## src/rtl/iddr_deser.sv

```systemverilog
// Multi-lane DDR input deserialiser with word framing and bitslip alignment.
module iddr_deser #(
    parameter int unsigned      WIDTH         = 8,
    parameter int unsigned      RATIO         = 4,
    parameter logic             IS_C_INVERTED = 1'b0,
    parameter logic [WIDTH-1:0] IS_D_INVERTED = {WIDTH{1'b0}}
) (
    input  logic                     C,
    input  logic                     R_N,
    input  logic                     CE,
    input  logic [WIDTH-1:0]         D,
    input  logic                     BITSLIP,
    output logic [WIDTH*RATIO-1:0]   Q,
    output logic                     Q_VALID
);

    localparam int unsigned HW   = 2 * RATIO;
    localparam int unsigned HALF = RATIO / 2;
    localparam int unsigned PW   = (HALF > 1) ? $clog2(HALF) : 1;
    localparam int unsigned SW   = $clog2(RATIO);

    logic                          c_in;
    logic [WIDTH-1:0]              d_pol;

    logic [WIDTH-1:0]              r_q, r_d;
    logic [WIDTH-1:0]              f_q, f_d;
    logic [WIDTH-1:0]              rp_q, rp_d;
    logic [WIDTH-1:0]              fp_q, fp_d;
    logic [WIDTH-1:0][HW-1:0]      h_q, h_d;
    logic [WIDTH-1:0][HW-1:0]      h_next;
    logic [PW-1:0]                 p_q, p_d;
    logic [SW-1:0]                 s_q, s_d;
    logic [WIDTH*RATIO-1:0]        q_q, q_d;
    logic                          q_valid_q, q_valid_d;
    logic                          p_last;

    // Optional clock inversion ahead of every capture flop.
    assign c_in  = C ^ IS_C_INVERTED;
    assign d_pol = D ^ IS_D_INVERTED;

    // Next-state for capture, pairing, history, phase, slip and word output.
    always_comb begin
        r_d       = d_pol;
        f_d       = d_pol;
        rp_d      = r_q;
        fp_d      = f_q;
        h_d       = h_q;
        p_d       = p_q;
        s_d       = s_q;
        q_d       = q_q;
        q_valid_d = 1'b0;
        p_last    = (p_q == PW'(HALF - 1));

        for (int unsigned i = 0; i < WIDTH; i++) begin
            h_next[i] = HW'({h_q[i], rp_q[i], fp_q[i]});
        end

        if (CE) begin
            h_d = h_next;
            p_d = p_last ? PW'(0) : p_q + PW'(1);
            if (BITSLIP) begin
                s_d = (s_q == SW'(RATIO - 1)) ? SW'(0) : s_q + SW'(1);
            end
            // Word load uses the slip offset in force before this edge.
            if (p_last) begin
                q_valid_d = 1'b1;
                for (int unsigned i = 0; i < WIDTH; i++) begin
                    q_d[i*RATIO +: RATIO] = RATIO'(h_next[i] >> s_q);
                end
            end
        end
    end

    // Rising-edge state: rise capture, aligned pair, history, counters, output word.
    always_ff @(posedge c_in or negedge R_N) begin
        if (!R_N) begin
            r_q       <= '0;
            rp_q      <= '0;
            fp_q      <= '0;
            h_q       <= '0;
            p_q       <= '0;
            s_q       <= '0;
            q_q       <= '0;
            q_valid_q <= 1'b0;
        end else begin
            r_q       <= r_d;
            rp_q      <= rp_d;
            fp_q      <= fp_d;
            h_q       <= h_d;
            p_q       <= p_d;
            s_q       <= s_d;
            q_q       <= q_d;
            q_valid_q <= q_valid_d;
        end
    end

    // Falling-edge capture of the second half-cycle bit.
    always_ff @(negedge c_in or negedge R_N) begin
        if (!R_N) begin
            f_q <= '0;
        end else begin
            f_q <= f_d;
        end
    end

    assign Q       = q_q;
    assign Q_VALID = q_valid_q;

endmodule
```

## config.mk

```make
export PLATFORM = sky130hd
export DESIGN_NAME = iddr_deser
export DESIGN_NICKNAME = d
export VERILOG_FILES = /design/src/rtl/iddr_deser.sv
export SDC_FILE = /design/constraint.sdc
export NUM_CORES = 1
export LEC_CHECK = 0
export ABC_AREA = 1
export CORE_ASPECT_RATIO = 0.9
export CORE_MARGIN = 1
export CORE_UTILIZATION = 60
export DETAILED_ROUTE_END_ITERATION = 10
export GPL_TIMING_DRIVEN = 1
export PLACE_DENSITY_LB_ADDON = 0.1
export SLEW_MARGIN = 20
export SYNTH_ARGS = -nofsm -noshare
export SYNTH_HDL_FRONTEND = slang
export SYNTH_SLANG_ARGS = --single-unit
```

## constraint.sdc

```tcl
create_clock -name C -period 3.31 [get_ports C]
set_input_delay 0.662 -clock C [delete_from_list [all_inputs] [get_ports C]]
set_output_delay 0.662 -clock C [all_outputs]
set_load 0.05 [all_outputs]
```

==> impl_results.md, run 1 <==
- Critical Path RT: 1.83 ns
- Per-cell routed wire length: 12.9 um
- Via/cell ratio: 5.25
- Port Buffers: 44
- Mapped Nets: 575
- Die W: 94.5 um
- Mux contribution to synthesized area: 0%
- FF-to-FF End: fp_q[1]
- Post-synth cell types: 15
- Io pins: 45
- Clock Path Buffers: 2
- HP Class: input port to async pin
- Crit path kind: input port to register
- Final setup viols: 0
- Final hold vios: 0
- Status: complete, no violations
- Htree depth: 3
- CTS tree: built
- RSZ-0062 raised after global routing: false
- Post CTS Setup Buffer Count: 0
- Compound-Gate Fraction of Synth Area: 4.55%
- Synth top area share: 54.2%
- Setup TNS: 0 ns
- Synth Flop Type: dfrtp_1
- Most frequent cells after synthesis: nand2_1, dfrtp_1, nand3_1
- # resized after CTS: 0
- Placed inst area: 0.00506 mm2
- Iter 0 DRT Violations: 157
- FF-to-FF Start: f_q[1]
- VDD IR max: 0.567 mV
- Count leader, synth: nand2_1
- Post-synth ARST share: 100%
- Antenna Nets Post-Route: 0
- Slowest-stage cell, CP: clkdlybuf4s50_1
- Final wirelength: 8930 um
- Critical Path Source: D[1]
- Grt ovf: 0
- Std cell rows: 29
- Post-Synth XOR/XNOR Area: 0%
- # clock sinks: 108
- Synthesized area: 0.00462 mm2
- R2R setup slack: 1.22 ns
- Main combinational cell family by area after synthesis: simple AND/OR/NAND/NOR gates
- Nets: 608
- Root Buffer: clkbuf_8
- Number of global-route vias before repair: 3469
- Maxcap violations: 0
- Worst reg2reg path depth: 0
- Diodes inserted: 0
- Final Instance Area: 0.00528 mm2
- Area growth syn-to-layout: 14.2%
- Initial antenna violation count: 0
- Cell Pwr Density: 868 mW/mm2
- Mean Syn Cell Area: 8.22 um2
- Seq cells post-synth: 108
- Startpoint Class: input port
- Worst path top cell family by delay: buffers and inverters
- Ranking of synthesized cells by area: dfrtp_1, nand2_1, nand3_1
- Largest net degree at the start of global routing: 83
- Critical path endpoint category: register
- Final HPWL DP: 5520 um
- Cell Chain, Critical Path: clkdlybuf4s50_1
- Initial core utilization: 63.7%
- Synth area leader: dfrtp_1
- CP max stage delay: 0.43 ns
- Clock buffers created by TritonCTS: 9
- Post-Synth Simple-Gate Area: 29.0%
- Measured slew at the worst slew-check pin: 0.802 ns
- Buffer and inverter count on the worst path: 1
- Register area share after synthesis: 58.5%
- GPL Wtd Cong: 0.779
- Via count: 3638
- Synth Instances: 562
- Arr. time, crit path: 1.09 ns
- YS warnings: 0
- First-pass GRT wire length: 15100 um
- Reg clk slew, reported paths: 0.09 ns
- DRT Pass-1 Iters: 6
- Pleak: 2.75 nW
- Core area: 0.00726 mm2
- CP max FO: 2
- Total GRT Usage: 24.1%
- Post-synth EDFFs: 0
- Relative slew margins: 46.4%
- Layout cells sized above 1: 5.33%
- Cts hold-fix bufs: 0
- Die ar.: 0.00806 mm2
- DRC viols: 0
- Clock latency on the worst-skew pair: 0.36 ns
- DIE HEIGHT: 85.3 um
- Adder-cell share of the synthesized area: 0.271%
- Worst Skew: 0.0253 ns
- Max-slew violation count: 0
==> through the flow <==
step | setup slack [ns] | total power, W | std cells | hold slack (ns) | util, %
floorplan | 0.849 | 0.00319 | 562 | 0.331 | -
global placement | 0.413 | 0.00370 | 677 | 0.333 | 69.7
detailed placement | 0.380 | 0.00375 | 677 | 0.335 | 69.7
CTS | 0.747 | 0.00461 | 693 | 0.256 | 72.7
global route | 0.745 | 0.00484 | 693 | 0.267 | 72.7
finish | 0.736 | 0.00458 | 693 | 0.251 | 72.7
==> layout by cell type, fill, tap and decap left out <==
cell type,count
a21oi_1,2
buf_2,1
buf_4,12
bufinv_16,2
clkbuf_1,1
clkbuf_8,10
clkdlybuf4s50_1,42
clkinv_2,3
dfrtn_1,8
dfrtp_1,100
ha_1,1
inv_1,40
inv_2,3
nand2_1,265
nand2_2,1
nand3_1,64
nor2_1,5
o21ai_0,40
==> where the power goes <==
part	internal, W	leakage (nW)	total [W]	switching, W
sequential	0.00159	1.31	0.00172	0.000133
combinational	0.000617	1.32	0.00201	0.00139
clock	0.000443	0.113	0.000849	0.000405
total	0.00265	2.75	0.00458	0.00193
==> kinds of logic (layout without fill, tap and decap cells) <==
family,Yosys count,after routing
AO/OA/AOI/OAI,42,42
AND/OR/NAND/NOR,335,335
flip-flops,108,108
adder cells (fa/ha/maj),1,1
buffers and inverters,76,114
==> final cells by class <==
cell class / count / area, um2
repair buffers: 55 / 515
clock inverters: 5 / 75.1
well taps: 93 / 116
flip-flops and latches: 108 / 2700
fillers: 576 / 1980
clock buffers: 11 / 141
multi-input cells: 378 / 1560
inverters: 43 / 161
==> state kept, by name, summed over array words and instances (netlist names) <==
name and flops:
Q 32, Q_VALID 1, f_q 8, fp_q 8
h_next 40, p_last 1, r_q 8, rp_q 8
s_q 2
==> per-layer routing <==
layer	global-route usage [%]	vias to the layer above	routed length, um
met1	28.4	1755	3820
li1	-	1794	-
met2	43.8	81	4640
met5	0	-	0
met3	5.73	8	397
met4	6.89	0	82
==> worst max-delay path by stage <==
stage          endpoint  depth (start not counted)
2_1_floorplan    f_q[0]                          0
3_3_place_gp     f_q[6]                          1
3_5_place_dp     f_q[1]                          1
4_1_cts          f_q[1]                          1
5_1_grt          f_q[1]                          1
6_report         f_q[1]                          1
No activity file was read; power rests on OpenSTA's default activity.
==> inputs of run 2 (changes only) <==
- CORE_UTILIZATION: 60 -> 51
- clock period: 3.31 -> 2.2 ns (I/O delays scaled with it)
==> impl_results.md, run 2 (synthesis gave the netlist of run 1 again) <==
- DRT Pass-1 Iters: 5 (-1)
- Core area: 0.00869 mm2 (+20%)
- Worst path top cell family by delay: buffers and inverters
- Via count: 3550 (-2.4%)
- Clock buffers created by TritonCTS: 9 (unchanged)
- Commonest non-fill, non-tap cell in the layout: nand2_1
- Htree depth: 3 (unchanged)
- Period utilization: 89.6%
- Core Util, Final: 61.2% (-11 points)
- Worst Skew: 0.0199 ns (-0.00541 ns)
- Initial core utilization: 53.2% (-10 points)
- Critical Path Source: Q[9]
- Antenna Nets Post-Route: 0 (unchanged)
- Status: complete, no violations
- Pleak: 2.75 nW (+0.21%)
- # clock sinks: 108 (unchanged)
- RSZ-0062 raised after global routing: false
- Int Power: 0.00387 W (+46%)
- Final wirelength: 8750 um (-2.0%)
- CP max FO: 2 (unchanged)
- FF-to-FF End: fp_q[2]
- Crit path kind: register to output pin
- Buffer and inverter count on the worst path: 1 (unchanged)
- Clock latency on the worst-skew pair: 0.35 ns (about the same)
- Combinational share of power: 44.5% (+0.6 points)
- Placed inst area: 0.00511 mm2 (+1.1%)
- Clock Path Buffers: 2 (unchanged)
- GPL Wtd Cong: 0.754 (-3.2%)
- Critical path endpoint category: output pin
- DRC viols: 0 (unchanged)
- Layout cells sized above 1: 5.96% (+0.63 points)
- Largest net degree at the start of global routing: 51 (-39%)
- Switching share of power: 43.1% (+0.89 points)
- Critical Path End: Q[9]
- Peak Freq: 507 MHz
- Post-layout min period: 1.97 ns
- Diodes inserted: 0 (unchanged)
- Hold depth: 0
- First-pass GRT wire length: 16000 um (+6.1%)
- Reg clk slew, reported paths: 0.10 ns (about the same)
- Cell Pwr Density: 1280 mW/mm2 (+47%)
- Grt ovf: 0 (unchanged)
- Critical Path RT: 1.76 ns (-0.07 ns)
- Cell Chain, Critical Path: clkdlybuf4s50_1
- Iter 0 DRT Violations: 142 (-9.6%)
- CP Depth: 1 (unchanged)
- Final Instance Area: 0.00532 mm2 (+0.88%)
- Startpoint Class: register
- Nets: 612 (+0.66%)
- Commonest cells after routing, fill and taps aside: nand2_1, dfrtp_1, nand3_1, clkdlybuf4s50_1
- CTS tree: built
- Root Buffer: clkbuf_8
- Measured slew at the worst slew-check pin: 0.627 ns (-0.175 ns)
- Sequential power share: 38.1% (+0.5 points)
- R2R setup slack: 0.64 ns (-0.58 ns)
- Io pins: 45 (unchanged)
- HP Class: register to register
- Die ar.: 0.00945 mm2 (+17%)
- Area growth syn-to-layout: 15.2%
- # resized after CTS: 0 (unchanged)
- Port Buffers: 44 (unchanged)
- Initial antenna violation count: 0 (unchanged)
- Number of global-route vias before repair: 3579 (+3.2%)
- Largest register FFs: 40 (unchanged)
- Total GRT Usage: 21.7% (-2.5 points)
- Die W: 102 um (+8.3%)
- CP max stage delay: 0.80 ns (+0.37 ns)
- Per-cell routed wire length: 12.1 um (-6.1%)
- FF-to-FF Start: f_q[2]
- Final hold vios: 0 (unchanged)
- DIE HEIGHT: 92.3 um (+8.3%)
- Via/cell ratio: 4.91 (-6.5%)
- VDD IR max: 0.581 mV (+2.3%)
- Worst reg2reg path depth: 0 (unchanged)
- Clock power frac: 17.4% (-1.1 points)
- Std cell rows: 32 (+10%)
- Slowest-stage cell, CP: clkdlybuf4s50_1
- Arr. time, crit path: 1.53 ns (+0.44 ns)
- Final setup viols: 0 (unchanged)
- NetSw: 0.00293 W (+52%)
- Final hold slack: 0.353 ns (+0.102 ns)
- Final HPWL DP: 5710 um (+3.3%)
- Relative slew margins: 58.1% (+12 points)
- Setup TNS: 0 ns (unchanged)
- Hold path startpoint: r_q[4]
- Maxcap violations: 0 (unchanged)
- Max-slew violation count: 0 (unchanged)
## run 2: cell types whose count changed in the layout (fill, tap and decap cells not counted)
cell / change
buf_4: +3
dlygate4sd3_1: +1
bufinv_16: -1
clkbuf_1: -1
inv_6: +3
clkbuf_8: -1
clkinv_2: -1
clkinvlp_4: +1
## run 2: final cells by class
class                      instances  area [um2]
clock buffer                       9         124
clock inverter                     7        73.8
fill                             801        3370
inverter                          43         161
multi-input combinational        378        1560
sequential                       108        2700
tap                              119         149
timing repair buffer              59         548
## run 2: timing repair
| action | in CTS | in global routing |
|---|---|---|
| hold buffers | 1 | 0 |
| hold endpoints to repair | 4 | 0 |
| buffers inserted | 0 | 0 |
## run 2: worst min path at each step
stage,endpoint
2_1_floorplan,Q[0]
6_report,rp_q[4]
4_1_cts,rp_q[2]
3_5_place_dp,rp_q[7]
3_3_place_gp,rp_q[6]
5_1_grt,rp_q[4]
## run 2: metal layers
metal	routed length [um]	share of wire (%)	GRT usage, %
met5	0	0	0
met4	99	1.1	7.02
met3	219	2.5	3.77
met2	4460	51	38.3
met1	3970	45	26.7
## run 2: stage by stage
step / cells / setup WS (ns) / total power, W
final: 723 / 0.228 / 0.00680
after global routing: 723 / 0.151 / 0.00728
after CTS: 723 / 0.202 / 0.00688
after detailed placement: 706 / 0.0569 / 0.00567
after global placement: 706 / 0.0788 / 0.00562
after floorplan: 562 / 0.516 / 0.00480
## run 2: power groups by stage
stage / Sequential [W] / Clock, W / Combinational, W
after CTS: 0.00260 / 0.00123 / 0.00305
after global placement: 0.00262 / 0 / 0.00301
after floorplan: 0.00361 / 0 / 0.00119
after detailed placement: 0.00263 / 0 / 0.00304
final: 0.00259 / 0.00119 / 0.00303
after global routing: 0.00265 / 0.00131 / 0.00332
